### src/rtl/i2c_pkg.sv
// ============================================================================
// Module : i2c_pkg
// Brief  : Shared constants and FSM encoding for the I2C target controller.
// Rev    : 1.0  initial release
// ============================================================================
`default_nettype none

package i2c_pkg;

  localparam int   C_I2C_ADDR_W = 7;
  localparam int   C_I2C_BYTE_W = 8;
  localparam logic C_I2C_ACK    = 1'b0;
  localparam logic C_I2C_NACK   = 1'b1;

  typedef logic [3:0] t_i2c_slv_state;

  localparam t_i2c_slv_state S_IDLE      = 4'd0;
  localparam t_i2c_slv_state S_ADDR      = 4'd1;
  localparam t_i2c_slv_state S_ADDR_ACK  = 4'd2;
  localparam t_i2c_slv_state S_WR_DATA   = 4'd3;
  localparam t_i2c_slv_state S_WR_ACK    = 4'd4;
  localparam t_i2c_slv_state S_RD_LOAD   = 4'd5;
  localparam t_i2c_slv_state S_RD_DATA   = 4'd6;
  localparam t_i2c_slv_state S_RD_ACK    = 4'd7;
  localparam t_i2c_slv_state S_WAIT_STOP = 4'd8;

endpackage

`default_nettype wire

### src/rtl/i2c_bus_filter.sv
// ============================================================================
// Module : i2c_bus_filter
// Brief  : Synchronizer, glitch filter and edge pulses for one raw bus line.
// Rev    : 1.0  initial release
// ============================================================================
`default_nettype none

module i2c_bus_filter #(
  parameter int SYNC_STAGES = 2,
  parameter int FILTER_LEN  = 3
) (
  input  logic clk,
  input  logic rst_n,
  input  logic raw,
  output logic level,
  output logic rise,
  output logic fall
);

  localparam int C_CNT_W = (FILTER_LEN < 2) ? 1 : $clog2(FILTER_LEN);

  logic [SYNC_STAGES-1:0] r_sync;
  logic [C_CNT_W-1:0]     r_cnt;
  logic                   w_sample;

  assign w_sample = r_sync[SYNC_STAGES-1];

  // Idle bus is pulled up, so reset to 1 to avoid a spurious edge on release.
  always_ff @(posedge clk or negedge rst_n) begin
    if (!rst_n) begin
      r_sync <= '1;
      r_cnt  <= '0;
      level  <= 1'b1;
      rise   <= 1'b0;
      fall   <= 1'b0;
    end else begin
      r_sync <= {r_sync[SYNC_STAGES-2:0], raw};
      rise   <= 1'b0;
      fall   <= 1'b0;
      if (w_sample == level) begin
        r_cnt <= '0;
      end else if (r_cnt == C_CNT_W'(FILTER_LEN - 1)) begin
        level <= w_sample;
        r_cnt <= '0;
        rise  <= w_sample;
        fall  <= ~w_sample;
      end else begin
        r_cnt <= r_cnt + 1'b1;
      end
    end
  end

endmodule

`default_nettype wire

### src/rtl/i2c_slave_ctrl.sv
// ============================================================================
// Module : i2c_slave_ctrl
// Brief  : Oversampling I2C target: 7-bit address, multi-byte read/write, Sr.
// Rev    : 1.0  initial release
// ============================================================================
`default_nettype none

module i2c_slave_ctrl
  import i2c_pkg::*;
#(
  parameter logic [C_I2C_ADDR_W-1:0] G_SLAVE_ADDR  = 7'h50,
  parameter int                      G_SYNC_STAGES = 2,
  parameter int                      G_FILTER_LEN  = 3,
  parameter int                      G_HOLD_CYCLES = 4
) (
  input  logic       clk_sys,
  input  logic       rst_n_sys,
  input  logic       sclk_in,
  input  logic       sda_in,
  output logic       sda_out,
  output logic       sda_en,
  output logic [7:0] wdata,
  output logic       wdata_valid,
  input  logic       rx_ready,
  output logic       rd_en_tx,
  input  logic [7:0] rdata_tx,
  input  logic       tx_empty,
  output logic       busy,
  output logic       start_det,
  output logic       stop_det,
  output logic       addressed,
  output logic       rw,
  output logic       nack_rx,
  output logic       tx_underrun,
  output logic       wr_overflow
);

  logic w_scl_lvl, w_scl_rise, w_scl_fall;
  logic w_sda_lvl, w_sda_rise, w_sda_fall;
  logic w_start, w_stop, w_drive;
  logic [C_I2C_BYTE_W-1:0] w_byte;

  t_i2c_slv_state          r_state;
  logic [3:0]              r_bit_cnt;
  logic [C_I2C_BYTE_W-1:0] r_shift;
  logic [7:0]              r_hold_cnt;
  logic                    r_hold_pend;
  logic                    r_rd_en, r_rd_en_q;
  logic                    r_sda_en, r_wdata_valid, r_busy, r_start_det, r_stop_det;
  logic                    r_addressed, r_rw, r_nack_rx, r_underrun, r_overflow;
  logic [C_I2C_BYTE_W-1:0] r_wdata;

  i2c_bus_filter #(.SYNC_STAGES(G_SYNC_STAGES), .FILTER_LEN(G_FILTER_LEN)) u_scl_filt (
    .clk(clk_sys), .rst_n(rst_n_sys), .raw(sclk_in),
    .level(w_scl_lvl), .rise(w_scl_rise), .fall(w_scl_fall)
  );

  i2c_bus_filter #(.SYNC_STAGES(G_SYNC_STAGES), .FILTER_LEN(G_FILTER_LEN)) u_sda_filt (
    .clk(clk_sys), .rst_n(rst_n_sys), .raw(sda_in),
    .level(w_sda_lvl), .rise(w_sda_rise), .fall(w_sda_fall)
  );

  assign w_start = w_sda_fall & w_scl_lvl;
  assign w_stop  = w_sda_rise & w_scl_lvl;
  assign w_byte  = {r_shift[C_I2C_BYTE_W-2:0], w_sda_lvl};

  // Level applied to sda_en when the hold delay after SCL fall expires.
  always_comb begin
    w_drive = 1'b0;
    case (r_state)
      S_ADDR_ACK, S_WR_ACK: w_drive = (r_bit_cnt == 4'd8);
      S_RD_DATA:            w_drive = ~r_shift[C_I2C_BYTE_W-1];
      default:              w_drive = 1'b0;
    endcase
  end

  always_ff @(posedge clk_sys or negedge rst_n_sys) begin
    if (!rst_n_sys) begin
      r_state       <= S_IDLE;
      r_bit_cnt     <= 4'd0;
      r_shift       <= '0;
      r_hold_cnt    <= 8'd0;
      r_hold_pend   <= 1'b0;
      r_rd_en       <= 1'b0;
      r_rd_en_q     <= 1'b0;
      r_sda_en      <= 1'b0;
      r_wdata       <= '0;
      r_wdata_valid <= 1'b0;
      r_busy        <= 1'b0;
      r_start_det   <= 1'b0;
      r_stop_det    <= 1'b0;
      r_addressed   <= 1'b0;
      r_rw          <= 1'b0;
      r_nack_rx     <= 1'b0;
      r_underrun    <= 1'b0;
      r_overflow    <= 1'b0;
    end else begin
      r_wdata_valid <= 1'b0;
      r_start_det   <= 1'b0;
      r_stop_det    <= 1'b0;
      r_nack_rx     <= 1'b0;
      r_underrun    <= 1'b0;
      r_overflow    <= 1'b0;
      r_rd_en       <= 1'b0;
      r_rd_en_q     <= r_rd_en;
      if (w_start) begin
        r_state     <= S_ADDR;
        r_bit_cnt   <= 4'd0;
        r_busy      <= 1'b1;
        r_addressed <= 1'b0;
        r_start_det <= 1'b1;
        r_sda_en    <= 1'b0;
        r_hold_pend <= 1'b0;
      end else if (w_stop) begin
        r_state     <= S_IDLE;
        r_bit_cnt   <= 4'd0;
        r_busy      <= 1'b0;
        r_addressed <= 1'b0;
        r_stop_det  <= 1'b1;
        r_sda_en    <= 1'b0;
        r_hold_pend <= 1'b0;
      end else begin
        // Read data is not in the shift register until RD_LOAD completes.
        if (r_hold_pend) begin
          if (r_hold_cnt > 8'd1) begin
            r_hold_cnt <= r_hold_cnt - 8'd1;
          end else if (r_state != S_RD_LOAD) begin
            r_sda_en    <= w_drive;
            r_hold_pend <= 1'b0;
          end
        end
        if (w_scl_fall && r_state != S_IDLE) begin
          r_hold_cnt  <= 8'(G_HOLD_CYCLES - 1);
          r_hold_pend <= 1'b1;
        end
        if (w_scl_rise && r_state != S_IDLE && r_state != S_WAIT_STOP)
          r_bit_cnt <= (r_bit_cnt == 4'd8) ? 4'd0 : r_bit_cnt + 4'd1;

        case (r_state)
          S_ADDR: if (w_scl_rise) begin
            r_shift <= w_byte;
            if (r_bit_cnt == 4'd7) begin
              if (w_byte[7:1] == G_SLAVE_ADDR) begin
                r_state     <= S_ADDR_ACK;
                r_addressed <= 1'b1;
                r_rw        <= w_byte[0];
              end else begin
                r_state <= S_WAIT_STOP;
              end
            end
          end
          S_ADDR_ACK: if (w_scl_fall && r_bit_cnt == 4'd0) begin
            if (r_rw) begin
              r_state <= S_RD_LOAD;
              r_rd_en <= ~tx_empty;
            end else begin
              r_state <= S_WR_DATA;
            end
          end
          S_WR_DATA: if (w_scl_rise) begin
            r_shift <= w_byte;
            if (r_bit_cnt == 4'd7) begin
              if (rx_ready) begin
                r_wdata       <= w_byte;
                r_wdata_valid <= 1'b1;
                r_state       <= S_WR_ACK;
              end else begin
                r_overflow <= 1'b1;
                r_state    <= S_WAIT_STOP;
              end
            end
          end
          S_WR_ACK: if (w_scl_fall && r_bit_cnt == 4'd0) r_state <= S_WR_DATA;
          S_RD_LOAD: begin
            if (r_rd_en_q) begin
              r_shift <= rdata_tx;
              r_state <= S_RD_DATA;
            end else if (!r_rd_en) begin
              r_shift    <= 8'hFF;
              r_underrun <= 1'b1;
              r_state    <= S_RD_DATA;
            end
          end
          S_RD_DATA: if (w_scl_fall) begin
            if (r_bit_cnt == 4'd8) r_state <= S_RD_ACK;
            else                   r_shift <= {r_shift[C_I2C_BYTE_W-2:0], 1'b1};
          end
          S_RD_ACK: begin
            if (w_scl_rise && w_sda_lvl == C_I2C_NACK) begin
              r_nack_rx <= 1'b1;
              r_state   <= S_WAIT_STOP;
            end else if (w_scl_fall && r_bit_cnt == 4'd0) begin
              r_state <= S_RD_LOAD;
              r_rd_en <= ~tx_empty;
            end
          end
          default: ;
        endcase
      end
    end
  end

  assign sda_out     = 1'b0;
  assign sda_en      = r_sda_en;
  assign wdata       = r_wdata;
  assign wdata_valid = r_wdata_valid;
  assign rd_en_tx    = r_rd_en;
  assign busy        = r_busy;
  assign start_det   = r_start_det;
  assign stop_det    = r_stop_det;
  assign addressed   = r_addressed;
  assign rw          = r_rw;
  assign nack_rx     = r_nack_rx;
  assign tx_underrun = r_underrun;
  assign wr_overflow = r_overflow;

endmodule

`default_nettype wire
### config.mk
export PLATFORM = sky130hd
export DESIGN_NAME = i2c_slave_ctrl
export DESIGN_NICKNAME = d
export VERILOG_FILES = /design/src/rtl/i2c_pkg.sv /design/src/rtl/i2c_bus_filter.sv /design/src/rtl/i2c_slave_ctrl.sv
export SDC_FILE = /design/constraint.sdc
export NUM_CORES = 1
export LEC_CHECK = 0
export CAP_MARGIN = 20
export CORE_ASPECT_RATIO = 1.5
export CORE_UTILIZATION = 59
export CTS_CLUSTER_SIZE = 25
export DETAILED_ROUTE_END_ITERATION = 7
export PLACE_DENSITY_LB_ADDON = 0.3
export SETUP_SLACK_MARGIN = 0.05
export SLEW_MARGIN = 20
export SYNTH_ARGS = -nofsm -noshare
export SYNTH_HDL_FRONTEND = slang
export SYNTH_SLANG_ARGS = --single-unit
### constraint.sdc
create_clock -name clk_sys -period 3.5 [get_ports clk_sys]
set_input_delay 0.35 -clock clk_sys [delete_from_list [all_inputs] [get_ports clk_sys]]
set_output_delay 0.35 -clock clk_sys [all_outputs]
set_load 0.01 [all_outputs]
Yosys cells after proc, flatten, opt, wreduce, memory -nomap -nowiden:

Cells that the tools add are included.

* magnitude comparators: 1
* add/sub/neg operators: 4
* eq/ne operators: 31
* reductions and logical operators: 30
* mux-type cells: 94
* bitwise logic cells: 10

Operators by type and width (number)
* 2-to-1 mux 4 bit: 20
* 2-to-1 mux 8 bit: 8
* 2-to-1 mux 1 bit: 57
* one-hot mux 4 bit (7 select lines): 1
* inequality test 4 bit (second input constant): 6
* one-hot mux 8 bit (3 select lines): 1
* nonzero test 3 bit: 8
* equality test 4 x 3 -> 1 bit (second input constant): 5
* inequality test 4 x 3 -> 1 bit (second input constant): 4
* AND reduction 6 bit: 2
* AND reduction 11 bit: 1
* inequality test 5 bit (second input constant): 2
* nonzero test 9 bit: 1
* equality test 4 x 2 -> 1 bit (second input constant): 2
* > comparator 8 x 1 -> 1 bit (second input constant): 1
* 2-to-1 mux 2 bit: 4
* NOT 1 bit: 8
* AND reduction 4 bit: 2
* subtractor 8 x 1 -> 8 bit (second input constant): 1
* equality test 7 bit (second input constant): 1
* AND reduction 7 bit: 1
* inequality test 3 bit (second input constant): 2
* nonzero test 2 bit: 3
* logical AND 1 bit: 5
* other kinds (16): 24

* output and inout bits: 20
* logic and storage cells: 198
* register bits after elaboration: 59

Longest topological paths before layout:

* depth in word-level cells: 8
* depth in mapped cells: 8
* mapped depth without buffers: 7

Modules after synthesis:

A second synthesis with hierarchy kept.

* cell total of the unflattened synthesis: 283
* area total of the unflattened synthesis: 2970.3 um2

Modules (own cells, without submodules)
* i2c_slave_ctrl: sequential area each 1126.1 um2, area an instance 2482.4 um2, cells an instance 255, times used 1
* i2c_bus_filter: sequential area each 178.9 um2, area an instance 244.0 um2, cells an instance 14, times used 2

Worst setup path before layout:

No wires, ideal clock.

* path kind: flip-flop to flip-flop
* start: register r_bit_cnt[0]
* end: register r_rw (netlist: rw)
* period minus slack after synthesis: 2.097 ns
* path slack: 1.403 ns
* path buffers: 0
* data arrival time: 1.972 ns
* cell stages (with the launch flop): 6
* cells stage by stage: dfrtp_1 -> ha_1 -> nand3b_1 -> or4b_2 -> nor4_1 -> mux2_2

* word-level cells in the longest chain between the ends: 2

RTL lines
* start: declaration: RTL line i2c_slave_ctrl.sv:44 `logic [3:0] r_bit_cnt;`
* start signal: assignment: RTL line i2c_slave_ctrl.sv:137 `r_bit_cnt <= (r_bit_cnt == 4'd8) ? 4'd0 : r_bit_cnt + 4'd1;`
* equality test 4 x 3 -> 1 bit: RTL line i2c_slave_ctrl.sv:142 `if (r_bit_cnt == 4'd7) begin`
* AND reduction 6 bit (no source line)
* end signal: assignment: RTL line i2c_slave_ctrl.sv:146 `r_rw <= w_byte[0];`
* end: declaration: RTL line i2c_slave_ctrl.sv:50 `logic r_addressed, r_rw, r_nack_rx, r_underrun, r_overflow;`

No other way between the ends.
A chain may end at the register's enable or synchronous reset.

Final worst setup path:

* start: register r_state[1]
* end: register r_shift[5]

* word-level cells in the longest chain between the ends: 4
* elaborated cells on any way between the ends: 12
* those cells by class: 8 x eq/ne; 1 x mux; 3 x reduce/logical

RTL lines
* start: declaration: RTL line i2c_slave_ctrl.sv:43 `t_i2c_slv_state r_state;`
* start signal: assignment: RTL line i2c_slave_ctrl.sv:79 `r_state <= S_IDLE;`
* start signal: assignment: RTL line i2c_slave_ctrl.sv:107 `r_state <= S_ADDR;`
* start signal: assignment: RTL line i2c_slave_ctrl.sv:115 `r_state <= S_IDLE;`
* equality test 4 x 2 -> 1 bit or equality test 4 x 1 -> 1 bit (tied branches): RTL line i2c_slave_ctrl.sv:139 `case (r_state)`
* OR reduction 2 bit (no source line)
* inequality test 2 x 1 -> 1 bit (no source line) or nonzero test 3 bit (tied branches)
* AND reduction 7 bit (no source line)
* end signal: assignment: RTL line i2c_slave_ctrl.sv:141 `r_shift <= w_byte;`
* end signal: assignment: RTL line i2c_slave_ctrl.sv:161 `r_shift <= w_byte;`
* end signal: assignment: RTL line i2c_slave_ctrl.sv:176 `r_shift <= rdata_tx;`
* end: declaration: RTL line i2c_slave_ctrl.sv:45 `logic [C_I2C_BYTE_W-1:0] r_shift;`

Parallel ways exist; a longest one is shown, timed or not.

==> flow_summary.toml <==
[layout]
nFillCells = 329
drive_gt1_share_pct = 17.8
layout.cells.non_filler = 379
final_nets = 328
area_delta_synth_final_pct = 19.8
post-route-util_pct = 75.5
antenna_cells = 0

[worst_setup_path]
endpoint_kind = "flip-flop"
r2r-start = "r_state[1]"
start_kind = "flip-flop"
cp-startpoint = "r_state[1]"
critPathKind = "flip-flop to flip-flop"
crit_fanout = 19
cp_slowest_stage_delay_ps = 680
cp.required_ps = 3720
slowest_stage = "dfrtp_1"
worstPathCellList = "nand2b_2 -> nor2_4 -> a32o_2 -> or4_4 -> mux2_4"
cp.arrival_ps = 2670

[clock_tree]
postCtsSetupBuffers = 0
cts_buffers = 9
clock-root-buffer = "clkbuf_8"
post_cts_resized = 0
clock_latency_ps = 340
clk_pin_slew_ps = 70
htree_levels = 3
cts_hold_buf = 0
clockBufferDepth = 2
numClockSinks = 59
cts_tree = "yes"

[sta]
drv_slew = 0
fin_crit_sh_pct = 69.9
fin_skew_ps = 3.99
period_minus_slack_ps = 2450
final_hold_viol_count = 0
worst_slack_ps = 1050
fin_hold_ws_ps = 27.0
relSlewSlack_pct = 45.9
worstMarginPinSlew_ps = 805
rsz0062_at_grt = "no"
fmax_ghz = 0.409
tns_ps = 0
setup_viol = 0

[yosys]
synthTopCellsByCount = "dfrtp_1, nor2_1, inv_1"
ys_seq_area_share_pct = 51.0
synthTopCellsByArea = "dfrtp_1, dfstp_2, nor2_1, mux2_2, mux2_4"
async_reset_ff_share_pct = 100
syn_inst = 275
synth-edff-count = 0
yosys_warnings = 0
synth_largest_area_cell = "dfrtp_1"
synth_top_cell_area_share_pct = 45.6
synthesis.area_mm2 = 0.00291
synth-main-ff-cell = "dfrtp_1"
ys_seq_elements = 59
synthesis.nets = 293
ys_types = 56
postSynthAreaPerCell_um2 = 10.6
yosysMostFrequentCell = "dfrtp_1"

[route]
totalWireLength_um = 5820
ant_nets = 0
wl_per_cell_um = 15.4
drc = 0
dr.pass1.iters = 4
vias_per_cell = 5.73
drt_iter0_markers = 57
vias = 2171

[power_and_ir_drop]
power-per-cell-area_mw_per_mm2 = 756
vdd_drop_max_mv = 0.430
p_leak_nw = 1.56

[floorplan]
die-area_mm2 = 0.00522
core_area_mm2 = 0.00462
io_pins = 34
start_util_pct = 63.0
std_cell_rows = 30
die_h_um = 88.0
fp.dieW_um = 59.3

[worst_hold_path]
hold_path_class = "input port to async pin"

[place]
routabilityCongestion = 0.900
portBuffers = 32
hpwl_um = 4170
dp_slack_ps = 1090
dp.cells = 363

[global_routing]
grt_overflow = 0
grt_pass1_wl_um = 9860
antenna_found_initial = 0
grt_pass1_vias = 2213
grt_max_degree = 33
gr-usage-all-layers_pct = 25.8

[run_status]
status = "completed"

[job]
cap_violations = 0
[area by class of cell]
| class | instances | area, um2 | area share [%] |
|---|---|---|---|
| flip-flops and latches | 59 | 1480 | 42.6 |
| clock buffers | 10 | 138 | 3.95 |
| inverters | 19 | 71.3 | 2.05 |
| multi-input cells | 186 | 1290 | 36.9 |
| repair buffers | 35 | 338 | 9.69 |
| well taps | 64 | 80.1 | 2.30 |
| clock inverters | 6 | 88.8 | 2.55 |
[through the flow]
step / power (mW) / area (um2)
2_1_floorplan: 1.76 / 2910
3_3_place_gp: 1.90 / 3260
3_5_place_dp: 1.94 / 3260
4_1_cts: 2.64 / 3490
5_1_grt: 2.81 / 3490
6_report: 2.64 / 3490
[registers in the layout, summed over array words and instances (netlist names), 2 cells and up]
register           flops
r_hold_cnt             8
r_shift                8
wdata                  8
r_bit_cnt              4
r_state                4
u_scl_filt.r_cnt       2
u_scl_filt.r_sync      2
u_sda_filt.r_cnt       2
u_sda_filt.r_sync      2
[kinds of logic (layout without fill, tap and decap cells)]
family	after synthesis	after routing	share of synthesized area, %
flip-flops	59	59	51.0
AND/OR/NAND/NOR	90	90	16.9
multiplexers	22	22	9.42
AO/OA/AOI/OAI	62	62	14.0
adder cells (fa/ha/maj)	4	4	1.72
other	1	1	0.129
buffers and inverters	30	70	4.77
XOR/XNOR	7	7	2.11
[worst max-delay path: cells and delay by family, from the launching register on]
kind	cells	cell delay, ps
simple gates	3	1000
flops	1	680
compound gates	1	320
mux	1	340
[layout by cell type (no fill, tap or decap), types with 3 or more instances in the layout]
master / n
a211oi_1: 7
a21oi_1: 13
a31oi_1: 12
buf_4: 3
clkbuf_8: 10
clkdlybuf4s50_1: 31
dfrtp_1: 53
dfstp_2: 6
ha_1: 4
inv_1: 19
mux2_2: 11
mux2_4: 8
mux2i_1: 3
nand2_1: 11
nand2b_1: 9
nand4b_1: 3
nor2_1: 33
nor2b_1: 3
nor3_1: 7
nor4_1: 4
o21ai_0: 9
xnor2_1: 7
[metal layers]
metal / GRT usage [%] / wire length (um)
met5: 0 / 0
met1: 28.7 / 2390
met4: 13.0 / 96
met2: 43.5 / 3040
met3: 8.12 / 295
[final timing paths]
path                            cells past startpoint  slack [ps]              endpoint
worst max-delay path                                5        1050            r_shift[5]
worst min-delay path                                1          30              wdata[7]
worst max register to register                      5        1050            r_shift[5]
worst min register to register                      0         360  u_scl_filt.r_sync[1]
max in group asynchronous                           2        2610  u_scl_filt.r_sync[1]
min in group clk_sys                                0         360  u_scl_filt.r_sync[1]
[power by group]
part           switching (mW)  internal, mW
clock network           0.271         0.419
logic                   0.407         0.440
registers               0.238         0.862
Note: power is estimated with default switching activity, not from simulation.
